[config.mk]
export PLATFORM = sky130hd
export DESIGN_NAME = concat_pingpong
export DESIGN_NICKNAME = d
export VERILOG_FILES = /design/src/rtl/concat_pkg.sv /design/src/rtl/concat_bank.sv /design/src/rtl/concat_pingpong.sv
export SDC_FILE = /design/constraint.sdc
export NUM_CORES = 1
export LEC_CHECK = 0
export CAP_MARGIN = 20
export CORE_AREA = 10 10 350 352
export CTS_BUF_LIST = sky130_fd_sc_hd__clkbuf_4 sky130_fd_sc_hd__clkbuf_8 sky130_fd_sc_hd__clkbuf_16
export CTS_CLUSTER_SIZE = 12
export DETAILED_ROUTE_END_ITERATION = 8
export DIE_AREA = 0 0 360 362
export PLACE_DENSITY = 0.57
export SLEW_MARGIN = 30
export SYNTH_ARGS = -nofsm -noshare
export SYNTH_HDL_FRONTEND = slang
export SYNTH_SLANG_ARGS = --single-unit
[constraint.sdc]
create_clock -name clk -period 5.3 [get_ports clk]
set_input_delay 0.795 -clock clk [delete_from_list [all_inputs] [get_ports clk]]
set_output_delay 0.795 -clock clk [all_outputs]
set_load 0.01 [all_outputs]
[src/rtl/concat_pkg.sv]
// rtl/concat_pkg.sv - shared bank state type and count-width helper for the ping-pong concatenator
package concat_pkg;

  typedef enum logic {EMPTY = 1'b0, FULL = 1'b1} bank_state_t;

  function automatic int cnt_width(input int no_reg);
    return $clog2(no_reg) + 1;
  endfunction

endpackage

[src/rtl/concat_bank.sv]
// rtl/concat_bank.sv - one storage bank: write port, EMPTY/FULL flag, word count, zero fill past count
module concat_bank
  import concat_pkg::*;
#(
  parameter int DATA_SIZE = 8,
  parameter int NO_REG    = 64,
  parameter int CNT_W     = cnt_width(NO_REG)
) (
  input  logic                 clk,
  input  logic                 rst_n,
  input  logic                 wr_en,
  input  logic [CNT_W-1:0]     wr_addr,
  input  logic [DATA_SIZE-1:0] wr_data,
  input  logic                 close,
  input  logic [CNT_W-1:0]     close_count,
  input  logic                 rel,
  output bank_state_t          state,
  output logic [CNT_W-1:0]     count,
  output logic [DATA_SIZE-1:0] rd_data [0:NO_REG-1]
);

  localparam int AW = $clog2(NO_REG);

  logic [DATA_SIZE-1:0] mem [0:NO_REG-1];
  bank_state_t          state_nxt;
  logic [CNT_W-1:0]     count_nxt;

  // Storage is deliberately left out of reset; the count masks stale words.
  always_ff @(posedge clk) begin
    if (wr_en) begin
      mem[wr_addr[AW-1:0]] <= wr_data;
    end
  end

  always_ff @(posedge clk or negedge rst_n) begin
    if (!rst_n) begin
      state <= EMPTY;
      count <= '0;
    end else begin
      state <= state_nxt;
      count <= count_nxt;
    end
  end

  always_comb begin
    state_nxt = state;
    count_nxt = count;
    case (state)
      EMPTY: begin
        if (close) begin
          state_nxt = FULL;
          count_nxt = close_count;
        end
      end
      FULL: begin
        if (rel) begin
          state_nxt = EMPTY;
        end
      end
      default: state_nxt = EMPTY;
    endcase
  end

  always_comb begin
    for (int i = 0; i < NO_REG; i++) begin
      rd_data[i] = (CNT_W'(i) < count) ? mem[i] : '0;
    end
  end

endmodule

[src/rtl/concat_pingpong.sv]
// rtl/concat_pingpong.sv - ping-pong word-to-block concatenator; CONCAT_FLUSH_EN enables partial-block flush
module concat_pingpong
  import concat_pkg::*;
#(
  parameter int DATA_SIZE    = 8,
  parameter int NUM_MATRICES = 1,
  parameter int NO_REG       = 64 * NUM_MATRICES,
  parameter int CNT_W        = cnt_width(NO_REG)
) (
  input  logic                 clk,
  input  logic                 rst_n,
  input  logic [DATA_SIZE-1:0] in_data,
  input  logic                 in_valid,
  output logic                 in_ready,
  input  logic                 flush,
  output logic [DATA_SIZE-1:0] concatout [0:NO_REG-1],
  output logic [CNT_W-1:0]     out_count,
  output logic                 out_valid,
  input  logic                 out_ready,
  output logic                 full
);

  localparam logic [CNT_W-1:0] LAST_ADDR = CNT_W'(NO_REG - 1);
  localparam logic [CNT_W-1:0] FULL_CNT  = CNT_W'(NO_REG);

  logic                 wr_bank;
  logic                 rd_bank;
  logic [CNT_W-1:0]     write_addr;
  bank_state_t          st0, st1;
  logic [CNT_W-1:0]     cnt0, cnt1;
  logic [DATA_SIZE-1:0] rd0 [0:NO_REG-1];
  logic [DATA_SIZE-1:0] rd1 [0:NO_REG-1];
  logic                 xfer, nat_close, flush_close, close, rel;
  logic [CNT_W-1:0]     close_count;

  assign in_ready  = ((wr_bank ? st1 : st0) == EMPTY);
  assign out_valid = ((rd_bank ? st1 : st0) == FULL);
  assign full      = (st0 == FULL) && (st1 == FULL);

  assign xfer      = in_valid && in_ready;
  assign nat_close = xfer && (write_addr == LAST_ADDR);
  assign rel       = out_valid && out_ready;

`ifdef CONCAT_FLUSH_EN
  // A same-cycle word counts as pending, so it is written before the bank closes.
  assign flush_close = flush && in_ready && ((write_addr != '0) || in_valid);
`else
  logic unused_flush;
  assign unused_flush = flush;
  assign flush_close  = 1'b0;
`endif

  assign close       = nat_close || flush_close;
  assign close_count = nat_close ? FULL_CNT : (write_addr + {{(CNT_W-1){1'b0}}, xfer});

  always_ff @(posedge clk or negedge rst_n) begin
    if (!rst_n) begin
      wr_bank    <= 1'b0;
      rd_bank    <= 1'b0;
      write_addr <= '0;
    end else begin
      if (close) begin
        wr_bank    <= ~wr_bank;
        write_addr <= '0;
      end else if (xfer) begin
        write_addr <= write_addr + 1'b1;
      end
      if (rel) begin
        rd_bank <= ~rd_bank;
      end
    end
  end

  concat_bank #(.DATA_SIZE(DATA_SIZE), .NO_REG(NO_REG), .CNT_W(CNT_W)) u_bank0 (
    .clk         (clk),
    .rst_n       (rst_n),
    .wr_en       (xfer && !wr_bank),
    .wr_addr     (write_addr),
    .wr_data     (in_data),
    .close       (close && !wr_bank),
    .close_count (close_count),
    .rel         (rel && !rd_bank),
    .state       (st0),
    .count       (cnt0),
    .rd_data     (rd0)
  );

  concat_bank #(.DATA_SIZE(DATA_SIZE), .NO_REG(NO_REG), .CNT_W(CNT_W)) u_bank1 (
    .clk         (clk),
    .rst_n       (rst_n),
    .wr_en       (xfer && wr_bank),
    .wr_addr     (write_addr),
    .wr_data     (in_data),
    .close       (close && wr_bank),
    .close_count (close_count),
    .rel         (rel && rd_bank),
    .state       (st1),
    .count       (cnt1),
    .rd_data     (rd1)
  );

  always_comb begin
    out_count = out_valid ? (rd_bank ? cnt1 : cnt0) : '0;
    for (int i = 0; i < NO_REG; i++) begin
      concatout[i] = out_valid ? (rd_bank ? rd1[i] : rd0[i]) : '0;
    end
  end

endmodule

==> results.yml <==
sta:
  tightest_slew_ns: 1.06
  skew_ns: 0.0262
  min_period_over_period_pct: 94.1
  max_freq_mhz: 201
  finalSetupViolCount: 0
  slew_viol_final: 0
  min_period_ns: 4.99
  rsz0062_at_grt: "no"
  maxSlewHeadroom_pct: 29.6
  hold_violations: 0
  tns_ns: 0
synth:
  yosys_warnings: 0
  postSynth.asyncResetShare_pct: 2.38
  yosysTopAreaCellShare_pct: 74.6
  synthFlopType: "edfxtp_1"
  synth_cell_types: 79
  ys_ff_latch: 1049
  yosys-top-cells-area: "edfxtp_1 (75%), a22o_1 (4.8%), o211ai_1 (3.1%), a32o_1 (2.5%), a21oi_1 (1.9%)"
  synth_cells: 2543
  synth_edf_count: 1024
  synth_nets: 2557
  yosysTopAreaCell: "edfxtp_1"
  syn_avg_cell_area_sq_um: 16.2
  synthesis.area_sq_um: 41200
  seq_area_frac_synth_pct: 76.1
worst_setup_path:
  crit_slowest_cell: "buf_4"
  worst-path-max-fanout: 74
  worstSetupPathType: "reg2out"
  cpPeakStageDelay_ns: 0.76
  cp-end-kind: "primary output"
  path_buf_inv: 3
  critPathLaunchType: "register"
  critPathMostFrequentCell: "buf_4"
  worstPathArrival_ns: 4.19
  path_cells: "buf_4, buf_4, o211ai_1, a21oi_1, clkdlybuf4s50_1"
  rr_worst_depth: 3
  worstSetupPathDepth: 5
  worstPathRequired_ns: 4.51
  cp_top_family: "buffers and inverters"
grt:
  grt_usage_pct: 21.2
  top_usage_layer: "met2"
  grt-ovfl-total: 0
  grtUsageMet2_pct: 37.4
  antenna_found_initial: 4
  grt_start_max_net_pins: 164
  grt_pass1_vias: 26800
  use_met3_pct: 5.08
  grt_pass1_wl_mm: 201
  grtUsageMet1_pct: 25.9
cells_and_area:
  diodes: 0
  final_cell_mix: "edfxtp_1 (1024), clkdlybuf4s50_1 (525), a22o_1 (224), o211ai_1 (171), nor2_1 (168)"
  area_delta_synth_final_pct: 25.6
  final_common_cell: "edfxtp_1"
  final_layout_size_suffix_gt1_share_pct: 10.1
  final_cell_area_sq_um: 51800
  num-nets-final: 3088
placement:
  io_buffer_count: 533
  place_area_sq_um: 48400
  gp_congestion: 0.822
  dpl.hpwl_mm: 97.1
min_path:
  hold_class: "in2async"
cts:
  cts-root-buf: "clkbuf_16"
  postCtsSetupRepairBufs: 0
  htreeDepth: 3
  cts.sinks: 1049
  clk_pin_slew_ns: 0.06
  clockBufferDepth: 3
  cts_tree: "done"
  numCtsBuffers: 110
  cts_resized: 0
  worstSkewPairLatency_ns: 0.72
  cts_hold_buf: 0
detailed_routing:
  drt_iter0_markers: 2495
  viasPerCell: 5.71
  drt-total-wl_mm: 145
  wl_per_cell_microns: 31.0
  drc: 0
  dr_total_vias: 26600
  dr.pass1.iters: 6
  drtAntennaViolNets: 0
power_and_ir_drop:
  p_per_area_nw_per_um2: 365
  ir_drop_mv: 0.289
  p_leak_nw: 15.8
floorplanning:
  die_area_sq_um: 130000
  dieHeight_microns: 362
  pin_count: 535
  start_util_pct: 35.7
  rows: 125
  die_x_microns: 360
  fp.coreArea_sq_um: 115000
job:
  maxCapViolCount: 0
status:
  status: "completed"
worst register-to-register path, stage by stage (launching register included):
cell     delay [ns]
dfrtp_1        0.58
or3b_1         0.82
or4_1          0.99
nor2_1         0.75
registers in the layout, summed over array words and instances (netlist names):
name           cells
u_bank0.mem      512
u_bank1.mem      512
u_bank0.count      7
u_bank1.count      7
write_addr         7
rd_bank            1
u_bank0.state      1
u_bank1.state      1
wr_bank            1
worst paths after layout:
path | slack [ns] | from | to
worst max register to register | 1.79 | write_addr[2]$_DFFE_PN0P_ | u_bank0.mem[4][2]$_DFFE_PP_
worst max-delay path | 0.31 | rd_bank$_DFFE_PN0N_ | concatout[310]
worst min-delay path | 0.47 | rst_n | rd_bank$_DFFE_PN0N_
worst min register to register | 0.49 | write_addr[6]$_DFFE_PN0P_ | write_addr[6]$_DFFE_PN0P_
min in group clk | 0.49 | write_addr[6]$_DFFE_PN0P_ | write_addr[6]$_DFFE_PN0P_
max in group asynchronous | 4.54 | rst_n | u_bank1.count[6]$_DFFE_PN0P_
power by group:
group | leakage [nW] | switching (mW) | internal [mW]
Combinational | 4.62 | 1.61 | 0.524
Clock | 1.65 | 3.18 | 4.07
Sequential | 9.51 | 0.224 | 9.28
Total | 15.8 | 5.02 | 13.9
Yosys cell counts (18+ instances only):
cell and number:
nor2_1 168, buf_1 20, dfrtp_1 25, nand4_1 19, edfxtp_1 1024, nand2_1 75
a21oi_1 156, a22oi_1 23, nand3_1 82, buf_2 49, o22ai_1 22, o211ai_1 171
o21ai_0 18, a211oi_1 18, a32o_1 105, a22o_1 224, clkbuf_1 110
logic make-up after synthesis:
| logic type | Yosys count | share of synthesized area (%) |
|---|---|---|
| buf+inv | 202 | 2.06 |
| compound gates | 855 | 16.5 |
| fa+ha+maj | 1 | 0.0303 |
| xor+xnor | 2 | 0.0425 |
| simple gates | 425 | 5.03 |
| flops | 1049 | 76.1 |
| mux | 9 | 0.255 |
through the flow:
| step | instances | power [mW] | hold WS (ns) | setup WS [ns] | util (%) |
|---|---|---|---|---|---|
| floorplan | 2543 | 10.7 | 0.450 | 2.68 | - |
| global placement | 4482 | 11.8 | 0.462 | 1.14 | 41.9 |
| detailed placement | 4482 | 11.8 | 0.478 | 1.13 | 41.9 |
| CTS | 4659 | 19.1 | 0.422 | 0.337 | 44.8 |
| global route | 4663 | 19.5 | 0.473 | 0.185 | 44.9 |
| finish | 4663 | 18.9 | 0.467 | 0.313 | 44.9 |
final cells by class:
| class | count | area, sq um |
|---|---|---|
| fillers | 9965 | 63600 |
| flip-flops and latches | 1049 | 31400 |
| multi-input cells | 1292 | 9090 |
| repair buffers | 606 | 5980 |
| clock buffers | 131 | 2930 |
| well taps | 1524 | 1910 |
| clock inverters | 46 | 430 |
| inverters | 15 | 61.3 |
layer usage:
metal	part of all wire, %	vias to the layer above
li1	-	11500
met1	39	13700
met2	50	1191
met3	8.0	180
met4	2.3	8
met5	0.032	-
(Power assumes the default switching activity.)
==> RTL edit: new RTL, same flow settings <==
Put a register stage on the output `out_count`, with the module's reset. The value now appears one clock later. The other outputs are not delayed to match.
--- a/src/rtl/concat_pingpong.sv
+++ b/src/rtl/concat_pingpong.sv
@@ -22,6 +22,8 @@
 
   localparam logic [CNT_W-1:0] LAST_ADDR = CNT_W'(NO_REG - 1);
   localparam logic [CNT_W-1:0] FULL_CNT  = CNT_W'(NO_REG);
+
+  logic [CNT_W-1:0] out_count_d;
 
   logic                 wr_bank;
   logic                 rd_bank;
@@ -100,11 +102,19 @@
   );
 
   always_comb begin
-    out_count = out_valid ? (rd_bank ? cnt1 : cnt0) : '0;
+    out_count_d = out_valid ? (rd_bank ? cnt1 : cnt0) : '0;
     for (int i = 0; i < NO_REG; i++) begin
       concatout[i] = out_valid ? (rd_bank ? rd1[i] : rd0[i]) : '0;
     end
   end
 
+  always_ff @(posedge clk or negedge rst_n) begin
+    if (!rst_n) begin
+      out_count <= '0;
+    end else begin
+      out_count <= out_count_d;
+    end
+  end
+
 endmodule
 
Check against the original RTL: no difference found for any inputs over 4 cycles, from zero or initial values and one cycle with rst_n low; that may be too few to reach the edited logic, so the function may still have changed.
==> RTL edit against the unedited design <==
- wire length down 2.8%
- synthesized area fell by 2.6%
- final area down 1.6%
- critical path depth shrank 1
- setup slack better by 0.082 ns
- cell count shrank 3.8%
- synthesized cell count down 9.2%
- first-iteration DRC count decreased by 6.1%
- utilization shrank 0.70 points
- sequential cell count grew 7
- critical endpoint is now concatout[86]
- highest routed layer unchanged
Power is not compared: it rests on default switching activity, and its combinational part moved more than twofold at a synthesized area within 25%.
==> RTL edit: results (changes against the unedited design) <==
Critical Path Fanout Max=18 (-76%); Netlist cell types=76 (-3.8%); Fillers=10050 (+0.88%); Post-synth top cells=edfxtp_1 (1024), a22o_1 (376), nor2_1 (177); DR iter-0 viols=2342 (-6.1%); Total GRT Usage=0.2076 (-0.004858); worst reg2reg endpoint=u_bank0.mem[12][4]; Synth Net Count=2323 (-9.2%); placed wire-length estimate=95600 µm (-1.5%); Crit path largest cell delay=0.95 ns (+0.19 ns); detailed-route wire length per cell=31.35 µm (+1.0%); gpl congestion=0.8317 (+1.2%); vias in the first global route=25280 (-5.7%); Avg Cell Area, Syn=17.39 µm² (+7.3%); Top delay family on crit path=compound AO/OA/AOI/OAI gates; sequential-to-total area share from yosys stat=0.7857 (+0.02469); DP Cell Count=4300 (-4.1%); Clock Skew=0.03372 ns (+0.007518 ns); final net count=2903 (-6.0%); Post-CTS Setup Repair Bufs=0 (unchanged); layout cells sized above 1=0.1090 (+0.008342); status=finished clean; first-pass GRT wire length=195000 µm (-3.2%); Hold WS=0.1976 ns (-0.2698 ns); top cells by area, synth=edfxtp_1 (77%), a22o_1 (8.2%), dfrtp_1 (2.0%); R2R Setup Slk=1.86 ns (+0.07 ns); Final Non-Filler Cells=4488 (-3.8%); Arr. time, crit path=4.11 ns (-0.08 ns); Root Buffer Master=clkbuf_16; Area after DPL=0.04742 mm² (-1.9%); initial antenna violation count=7 (+3); worst r2r src=write_addr[2]; worst-skew pair later-pin latency=0.70 ns (-0.02 ns); Async S/R FF share, synth=0.03030 (+0.006471); critical path's slowest cell=dfrtp_1
RTL edit: routing by layer:
metal / up-vias / routed length [µm] / global-route usage
met5: - / 34 / 0
met4: 6 / 5192 / 0.08146
met3: 203 / 10650 / 0.05033
met2: 1062 / 69220 / 0.3521
met1: 12880 / 55620 / 0.2542
li1: 10670 / - / -
RTL edit: per-stage QoR:
step	power [W]	util	worst slack, ns
floorplan	0.009778	-	2.745
global placement	0.01027	0.4104	1.116
detailed placement	0.01030	0.4108	1.073
CTS	0.01778	0.4411	0.2595
global route	0.01816	0.4416	0.2652
finish	0.01761	0.4417	0.3948
RTL edit: kinds of logic (layout without fill, tap and decap cells):
kind of cell | after synthesis | after routing | synth area share
simple gates | 392 | 392 | 0.04780
fa+ha+maj | 1 | 1 | 0.0003116
mux | 7 | 7 | 0.001776
buf+inv | 136 | 790 | 0.01496
xor+xnor | 2 | 2 | 0.0004363
flops | 1056 | 1056 | 0.7857
other cells | 0 | 1 | 0
compound gates | 715 | 715 | 0.1490
RTL edit: worst max-delay path by stage:
stage | startpoint | to | slack (ns) | cells after the start
2_1_floorplan | u_bank1.count[6] | concatout[376] | 2.75 | 5
3_3_place_gp | u_bank0.count[2] | concatout[87] | 1.12 | 4
3_5_place_dp | u_bank0.count[2] | concatout[86] | 1.07 | 4
4_1_cts | u_bank0.count[2] | concatout[86] | 0.26 | 4
5_1_grt | u_bank0.count[1] | concatout[86] | 0.27 | 4
6_report | u_bank0.count[1] | concatout[86] | 0.39 | 4
RTL edit: final cells by class:
class	count	share of cell area
clock inverter	44	0.008026
antenna	1	0.00004909
multi-input combinational	1117	0.1602
sequential	1056	0.6191
tap	1524	0.03740
inverter	13	0.0009817
timing repair buffer	591	0.1137
clock buffer	142	0.06057
